<file path="config.mk">
export PLATFORM = sky130hd
export DESIGN_NAME = eth_tx_frame_arbiter_flat
export DESIGN_NICKNAME = d
export VERILOG_FILES = /design/src/rtl/eth_tx_frame_arbiter_if.sv /design/src/rtl/eth_tx_frame_arbiter.sv /design/src/flat_wrapper.sv
export SDC_FILE = /design/constraint.sdc
export NUM_CORES = 1
export LEC_CHECK = 0
export CAP_MARGIN = 20
export CORE_MARGIN = 1.5
export CORE_UTILIZATION = 52
export CTS_BUF_LIST = sky130_fd_sc_hd__clkbuf_8 sky130_fd_sc_hd__clkbuf_16
export CTS_CLUSTER_DIAMETER = 120
export DETAILED_ROUTE_END_ITERATION = 12
export PLACE_DENSITY = 0.82
export RECOVER_POWER = 25
export SLEW_MARGIN = 10
export SYNTH_ARGS = -nofsm -noshare
export SYNTH_HDL_FRONTEND = slang
export SYNTH_SLANG_ARGS = --single-unit
export TNS_END_PERCENT = 20
</file>
<file path="constraint.sdc">
create_clock -name clock -period 6.4 [get_ports clock]
set_input_delay 1.28 -clock clock [delete_from_list [all_inputs] [get_ports clock]]
set_output_delay 1.28 -clock clock [all_outputs]
set_load 0.05 [all_outputs]
</file>
<file path="src/rtl/eth_tx_frame_arbiter_if.sv">
// Byte-wide AXI-Stream bundle between NUM_PORTS frame sources, the arbiter and the MII transmitter.
// The master modport is the arbiter side: it drives the shared transmit bus and the per-source readies.
interface eth_tx_frame_arbiter_if #(
  parameter int NUM_PORTS = 2
);
  logic [8*NUM_PORTS-1:0] s_tdata;
  logic [NUM_PORTS-1:0]   s_tvalid;
  logic [NUM_PORTS-1:0]   s_tready;
  logic [NUM_PORTS-1:0]   s_tlast;
  logic [NUM_PORTS-1:0]   s_tuser;
  logic [7:0]             m_tdata;
  logic                   m_tvalid;
  logic                   m_tready;
  logic                   m_tlast;
  logic                   m_tuser;

  modport master (
    input  s_tdata, s_tvalid, s_tlast, s_tuser, m_tready,
    output s_tready, m_tdata, m_tvalid, m_tlast, m_tuser
  );

  modport slave (
    output s_tdata, s_tvalid, s_tlast, s_tuser, m_tready,
    input  s_tready, m_tdata, m_tvalid, m_tlast, m_tuser
  );
endinterface

</file>
<file path="src/rtl/eth_tx_frame_arbiter.sv">
// Frame-granular round-robin arbiter for a shared byte-wide Ethernet transmit path,
// with an enforced inter-frame gap and truncation of frames longer than MAX_FRAME_BYTES.
module eth_tx_frame_arbiter #(
  parameter int NUM_PORTS       = 2,
  parameter int IFG_CYCLES      = 24,
  parameter int MAX_FRAME_BYTES = 1518,
  localparam int GW             = (NUM_PORTS > 1) ? $clog2(NUM_PORTS) : 1
) (
  input  logic                    clock,
  input  logic                    aresetn,
  eth_tx_frame_arbiter_if.master  bus,
  output logic [GW-1:0]           grant,
  output logic                    busy,
  output logic [15:0]             frames_sent,
  output logic [15:0]             frames_truncated
);

  localparam int          CW      = (IFG_CYCLES > 1) ? $clog2(IFG_CYCLES) : 1;
  localparam logic [15:0] CUT_IDX = 16'(MAX_FRAME_BYTES - 1);

  typedef enum logic [1:0] {S_IDLE, S_FWD, S_DRAIN, S_GAP} state_t;

  state_t         r_state;
  logic [GW-1:0]  r_grant;
  logic [15:0]    r_byte_cnt;
  logic [CW-1:0]  r_gap_cnt;
  logic [15:0]    r_sent;
  logic [15:0]    r_trunc;

  logic [7:0]           w_src_data [NUM_PORTS];
  logic [GW-1:0]        w_pick;
  logic                 w_found;
  logic                 w_valid_g;
  logic                 w_last_g;
  logic                 w_user_g;
  logic                 w_cut;
  logic                 w_hs;
  logic [NUM_PORTS-1:0] w_s_tready;
  logic [7:0]           w_m_tdata;
  logic                 w_m_tvalid;
  logic                 w_m_tlast;
  logic                 w_m_tuser;

  // Unpack the flat source data bus into per-port bytes.
  always_comb begin
    for (int i = 0; i < NUM_PORTS; i++) begin
      w_src_data[i] = bus.s_tdata[8*i +: 8];
    end
  end

  // Round-robin scan starting just after the last grant; the lowest offset with a request wins.
  always_comb begin
    w_pick  = r_grant;
    w_found = 1'b0;
    for (int i = NUM_PORTS; i >= 1; i--) begin
      if (bus.s_tvalid[GW'((int'(r_grant) + i) % NUM_PORTS)]) begin
        w_pick  = GW'((int'(r_grant) + i) % NUM_PORTS);
        w_found = 1'b1;
      end else begin
        w_found = w_found;
      end
    end
  end

  assign w_valid_g = bus.s_tvalid[r_grant];
  assign w_last_g  = bus.s_tlast[r_grant];
  assign w_user_g  = bus.s_tuser[r_grant];
  assign w_cut     = (r_state == S_FWD) && (r_byte_cnt == CUT_IDX) && !w_last_g;
  assign w_hs      = w_m_tvalid && bus.m_tready;

  // Bus steering: pass-through in FWD, sink-only in DRAIN, everything quiet in reset.
  always_comb begin
    w_s_tready = '0;
    w_m_tdata  = 8'h00;
    w_m_tvalid = 1'b0;
    w_m_tlast  = 1'b0;
    w_m_tuser  = 1'b0;
    if (aresetn) begin
      case (r_state)
        S_FWD: begin
          w_m_tdata           = w_src_data[r_grant];
          w_m_tvalid          = w_valid_g;
          w_s_tready[r_grant] = bus.m_tready;
          w_m_tlast           = w_cut ? 1'b1 : w_last_g;
          w_m_tuser           = w_cut ? 1'b1 : w_user_g;
        end
        S_DRAIN: w_s_tready[r_grant] = 1'b1;
        default: w_s_tready = '0;
      endcase
    end else begin
      w_s_tready = '0;
    end
  end

  // Arbiter FSM plus byte, gap and status counters.
  always_ff @(posedge clock) begin
    if (!aresetn) begin
      r_state    <= S_IDLE;
      r_grant    <= GW'(NUM_PORTS - 1);
      r_byte_cnt <= 16'd0;
      r_gap_cnt  <= '0;
      r_sent     <= 16'd0;
      r_trunc    <= 16'd0;
    end else begin
      case (r_state)
        S_IDLE: begin
          if (w_found) begin
            r_grant    <= w_pick;
            r_byte_cnt <= 16'd0;
            r_state    <= S_FWD;
          end
        end
        S_FWD: begin
          if (w_hs) begin
            r_byte_cnt <= r_byte_cnt + 16'd1;
            if (w_cut) begin
              r_sent  <= r_sent + 16'd1;
              r_trunc <= r_trunc + 16'd1;
              r_state <= S_DRAIN;
            end else if (w_last_g) begin
              r_sent <= r_sent + 16'd1;
              if (IFG_CYCLES == 0) begin
                r_state <= S_IDLE;
              end else begin
                r_gap_cnt <= CW'(IFG_CYCLES - 1);
                r_state   <= S_GAP;
              end
            end
          end
        end
        S_DRAIN: begin
          if (w_valid_g && w_last_g) begin
            if (IFG_CYCLES == 0) begin
              r_state <= S_IDLE;
            end else begin
              r_gap_cnt <= CW'(IFG_CYCLES - 1);
              r_state   <= S_GAP;
            end
          end
        end
        S_GAP: begin
          if (r_gap_cnt == '0) begin
            r_state <= S_IDLE;
          end else begin
            r_gap_cnt <= r_gap_cnt - 1'b1;
          end
        end
        default: r_state <= S_IDLE;
      endcase
    end
  end

  assign bus.s_tready     = w_s_tready;
  assign bus.m_tdata      = w_m_tdata;
  assign bus.m_tvalid     = w_m_tvalid;
  assign bus.m_tlast      = w_m_tlast;
  assign bus.m_tuser      = w_m_tuser;
  assign grant            = r_grant;
  assign busy             = (r_state != S_IDLE);
  assign frames_sent      = r_sent;
  assign frames_truncated = r_trunc;

endmodule

</file>
<file path="src/flat_wrapper.sv">
// flat-port wrapper written by rule: the top's interface ports become plain ports
module eth_tx_frame_arbiter_flat 
#(
  parameter int NUM_PORTS       = 2,
  parameter int IFG_CYCLES      = 24,
  parameter int MAX_FRAME_BYTES = 1518,
  localparam int GW             = (NUM_PORTS > 1) ? $clog2(NUM_PORTS) : 1
)
  (clock, aresetn, grant, busy, frames_sent, frames_truncated, bus_s_tdata, bus_s_tvalid, bus_s_tlast, bus_s_tuser, bus_m_tready, bus_s_tready, bus_m_tdata, bus_m_tvalid, bus_m_tlast, bus_m_tuser);
  eth_tx_frame_arbiter_if #(.NUM_PORTS(NUM_PORTS)) bus_i ();
  input  logic clock;
  input  logic aresetn;
  output logic [GW-1:0] grant;
  output logic busy;
  output logic [15:0] frames_sent;
  output logic [15:0] frames_truncated;
  input wire logic [$bits(bus_i.s_tdata)-1:0] bus_s_tdata;
  input wire logic [$bits(bus_i.s_tvalid)-1:0] bus_s_tvalid;
  input wire logic [$bits(bus_i.s_tlast)-1:0] bus_s_tlast;
  input wire logic [$bits(bus_i.s_tuser)-1:0] bus_s_tuser;
  input wire logic [$bits(bus_i.m_tready)-1:0] bus_m_tready;
  output wire logic [$bits(bus_i.s_tready)-1:0] bus_s_tready;
  output wire logic [$bits(bus_i.m_tdata)-1:0] bus_m_tdata;
  output wire logic [$bits(bus_i.m_tvalid)-1:0] bus_m_tvalid;
  output wire logic [$bits(bus_i.m_tlast)-1:0] bus_m_tlast;
  output wire logic [$bits(bus_i.m_tuser)-1:0] bus_m_tuser;
  assign bus_i.s_tdata = bus_s_tdata;
  assign bus_i.s_tvalid = bus_s_tvalid;
  assign bus_i.s_tlast = bus_s_tlast;
  assign bus_i.s_tuser = bus_s_tuser;
  assign bus_i.m_tready = bus_m_tready;
  assign bus_s_tready = bus_i.s_tready;
  assign bus_m_tdata = bus_i.m_tdata;
  assign bus_m_tvalid = bus_i.m_tvalid;
  assign bus_m_tlast = bus_i.m_tlast;
  assign bus_m_tuser = bus_i.m_tuser;
  eth_tx_frame_arbiter #(.NUM_PORTS(NUM_PORTS), .IFG_CYCLES(IFG_CYCLES), .MAX_FRAME_BYTES(MAX_FRAME_BYTES)) u_core (.clock(clock), .aresetn(aresetn), .bus(bus_i), .grant(grant), .busy(busy), .frames_sent(frames_sent), .frames_truncated(frames_truncated));
endmodule
</file>
==> metrics.md <==
| Metric | Value |
|---|---|
| Fmax | `between 150 and 200 MHz` |
| Rows | `28` |
| Synth warnings | `0` |
| Share of cells above drive strength 1 | `0.0484` |
| Critical R2R Launch | `u_core.r_state[1]$_SDFFE_PN0P_` |
| RSZ-0062 raised after global routing | `false` |
| Initial antenna violation count | `0` |
| Post-synthesis simple-gate area fraction | `0.295` |
| Hold Startpoint | `u_core.frames_sent[15]$_SDFFE_PN0P_` |
| Total GRT Usage | `0.231` |
| Worst slew margin relative to its limit | `0.332` |
| Hold Violations, Final | `0` |
| ANT nets after route | `0` |
| Max cap viols | `0` |
| Vias | `~3,100` |
| First-pass GRT wire length | `12.0 mm` |
| Worst-path clk slew | `0.10 ns` |
| Worst min path class | `reg -> reg` |
| Drt initial violations | `around 170` |
| Total Routed Length | `about 7.5 mm` |
| CP max FO | `24` |
| Num ports | `72` |
| Worst endpoint required time | `5.12 ns` |
| # DRC | `0` |
| Fin crit share | `0.841` |
| Die area | `6620 sq um` |
| H-tree depth | `2` |
| Post-DP Area | `between 3000 and 4000 sq um` |
| GP Congestion | `between 0.9 and 1` |
| Synth Area in XOR/XNOR | `0.0356` |
| Crit. Startpoint | `aresetn` |
| Post-synth net total | `between 400 and 500` |
| Avg Vias per Cell | `approximately 5.8` |
| Final HPWL from detailed placement | `about 5.7 mm` |
| Unique cell type count in the Yosys netlist | `48` |
| Layout Nets | `about 490` |
| Final setup violation count | `0` |
| CTS tree | `built` |
| Final slew viol count | `0` |
| R2r setup slk | `3.80 ns` |
| Yosys reg bits | `between 50 and 60` |
| Clock buffer depth | `2` |
| Crit Path Category | `in -> out` |
| Synthesized area | `3190 sq um` |
| Diode count | `0` |
| Post-CTS resize count | `0` |
| Worst Setup End Kind | `output port` |
| Register area share after synthesis | `0.351` |
| Post-CTS Setup Bufs | `0` |
| Area Overhead vs Synth | `26.3%` |
| Core Region | `between 5000 and 6000 sq um` |
| Measured slew at the worst slew-check pin | `roughly 1 ns` |
| Largest net degree at the start of global routing | `32` |
| Synth Area per Inst | `8.17 sq um` |
| P per Cell Area | `253 nW/um^2` |
| Post-synthesis cell count | `between 300 and 400` |
| Clock buffer count from CTS | `5` |
| CP Data Arrival Time | `between 4 and 5 ns` |
| Post-cts hold buffer count | `0` |
| Initial Util | `0.540` |
| Maximum VDD drop | `about 170 uV` |
| Crit path launch type | `primary input` |
| Drt pass-1 iters | `4` |
| Die H | `81.4 um` |
| Static leakage | `1.47 nW` |
| TNS Setup | `0 ns` |
| Min Tclk post-route | `between 5 and 6 ns` |
| Final Cell Area | `approximately 4000 sq um` |
| Die width | `approximately 81 um` |
| Vias in the first global route | `2,669` |
| Root Buffer | `clkbuf_8` |
| Mux contribution to synthesized area | `0.0576` |
| Adder-cell share of the synthesized area | `0.0392` |
| Combinational family with the most area after synthesis | `simple AND/OR/NAND/NOR gates` |
| Port bufs | `71` |
| Clock Sinks | `56` |
| Status | `completed` |
| GRT Residual Overflow | `0` |
| Wire per inst | `roughly 14 um` |
| Worst skew pair latency | `about 0.32 ns` |
| Compound-Gate Fraction of Synth Area | `0.177` |
| Skew final | `around 0.013 ns` |
critical path: stages:
cell             delay [ns]
dlygate4sd3_1          0.52
clkbuf_1               0.72
nand2_1                0.51
a21oi_1                0.24
clkdlybuf4s50_1        0.82
layout make-up:
class,count,area [sq um]
multi-input combinational,300,1930
fill,497,1890
sequential,56,1120
timing repair buffer,74,729
tap,75,93.8
clock buffer,6,82.6
inverter,17,63.8
clock inverter,2,15.0
registers in the layout, indices dropped and copies added (netlist names):
name,count
u_core.r_state,2
u_core.frames_truncated,16
u_core.frames_sent,16
u_core.grant,1
u_core.r_byte_cnt,16
u_core.r_gap_cnt,5
per-layer routing:
metal / wire [um] / vias to the layer above / global-route usage
li1: - / 1570 / -
met1: 3390 / 1433 / 0.291
met2: 3730 / 53 / 0.394
met3: 261 / 10 / 0.0348
met4: 136 / 0 / 0.0897
met5: 0 / - / 0
cell families (layout without fill, tap and decap cells):
family | Yosys count | count (layout)
and+or+nand+nor | 168 | 168
AOI/OAI and AO/OA | 92 | 92
DFF | 56 | 56
buffers and inverters | 35 | 99
muxes | 17 | 17
xor gates and xnor gates | 13 | 13
adders and majority gates | 10 | 10
through the flow:
step	util	cells	worst slack (ns)	hold WS (ns)	total power (W)
2_1_floorplan	-	391	2.33	0.450	0.000714
3_3_place_gp	0.665	522	1.52	0.462	0.000814
3_5_place_dp	0.665	522	1.46	0.472	0.000820
4_1_cts	0.682	530	1.46	0.486	0.00102
5_1_grt	0.681	530	0.876	0.499	0.00108
6_report	0.681	530	1.02	0.482	0.00102
Yosys cell counts, drive strengths merged:
cell,instances,area share
and2,5,0.0098
nor2b,1,0.0020
o311ai,1,0.0027
nor3b,1,0.0024
nand4,10,0.024
a31o,1,0.0027
or3,15,0.029
ha,10,0.039
nand2,35,0.041
mux2,1,0.0035
o211a,1,0.0031
o211ai,7,0.016
dfxtp,56,0.35
a2bb2oi,1,0.0027
nor4,3,0.011
a221oi,1,0.0027
nand3,22,0.034
nor3,4,0.0063
o2111ai,4,0.011
o2111a,1,0.0035
and4,6,0.016
xor2,9,0.025
buf,7,0.013
xnor2,4,0.011
inv,17,0.020
and3,10,0.020
mux2i,16,0.054
o31ai,11,0.026
o22ai,1,0.0020
or2,4,0.0078
o41ai,1,0.0027
or3b,1,0.0027
or4,13,0.032
clkbuf,11,0.013
a21oi,34,0.053
o21ai,23,0.036
a211oi,5,0.012
nand2b,6,0.012
nor2,29,0.034
nor4b,3,0.010
cell usage in the layout (no fill, tap or decap), drive strengths merged, types with 2 or more instances in the layout:
cell and instances:
or2 4, nor3 4, nand2 35, dfxtp 56, a21oi 34, nor4b 3, nand2b 6, clkinvlp 2
and2 5, dlygate4sd3 19, or4 13, clkbuf 7, nand4 10, o31ai 11, o2111ai 4, or3 15
clkdlybuf4s50 52, a211oi 5, nor2 29, and4 6, xor2 9, ha 10, nand3 22, buf 2
nor4 3, xnor2 4, and3 10, mux2i 16, o211ai 7, o21ai 23, inv 17
path summary, 6_finish.rpt:
check,cells after the start,endpoint
hold reg to reg,2,u_core.frames_sent[15]$_SDFFE_PN0P_
hold / removal,2,u_core.frames_sent[15]$_SDFFE_PN0P_
setup / recovery,5,bus_m_tuser
setup reg to reg,7,u_core.frames_truncated[10]$_SDFFE_PN0P_
power breakdown:
part | internal (W) | switching, W
clock network | 0.0000878 | 0.000117
registers | 0.000371 | 0.0000205
logic | 0.000161 | 0.000264
No activity file was read; power rests on OpenSTA's default activity.
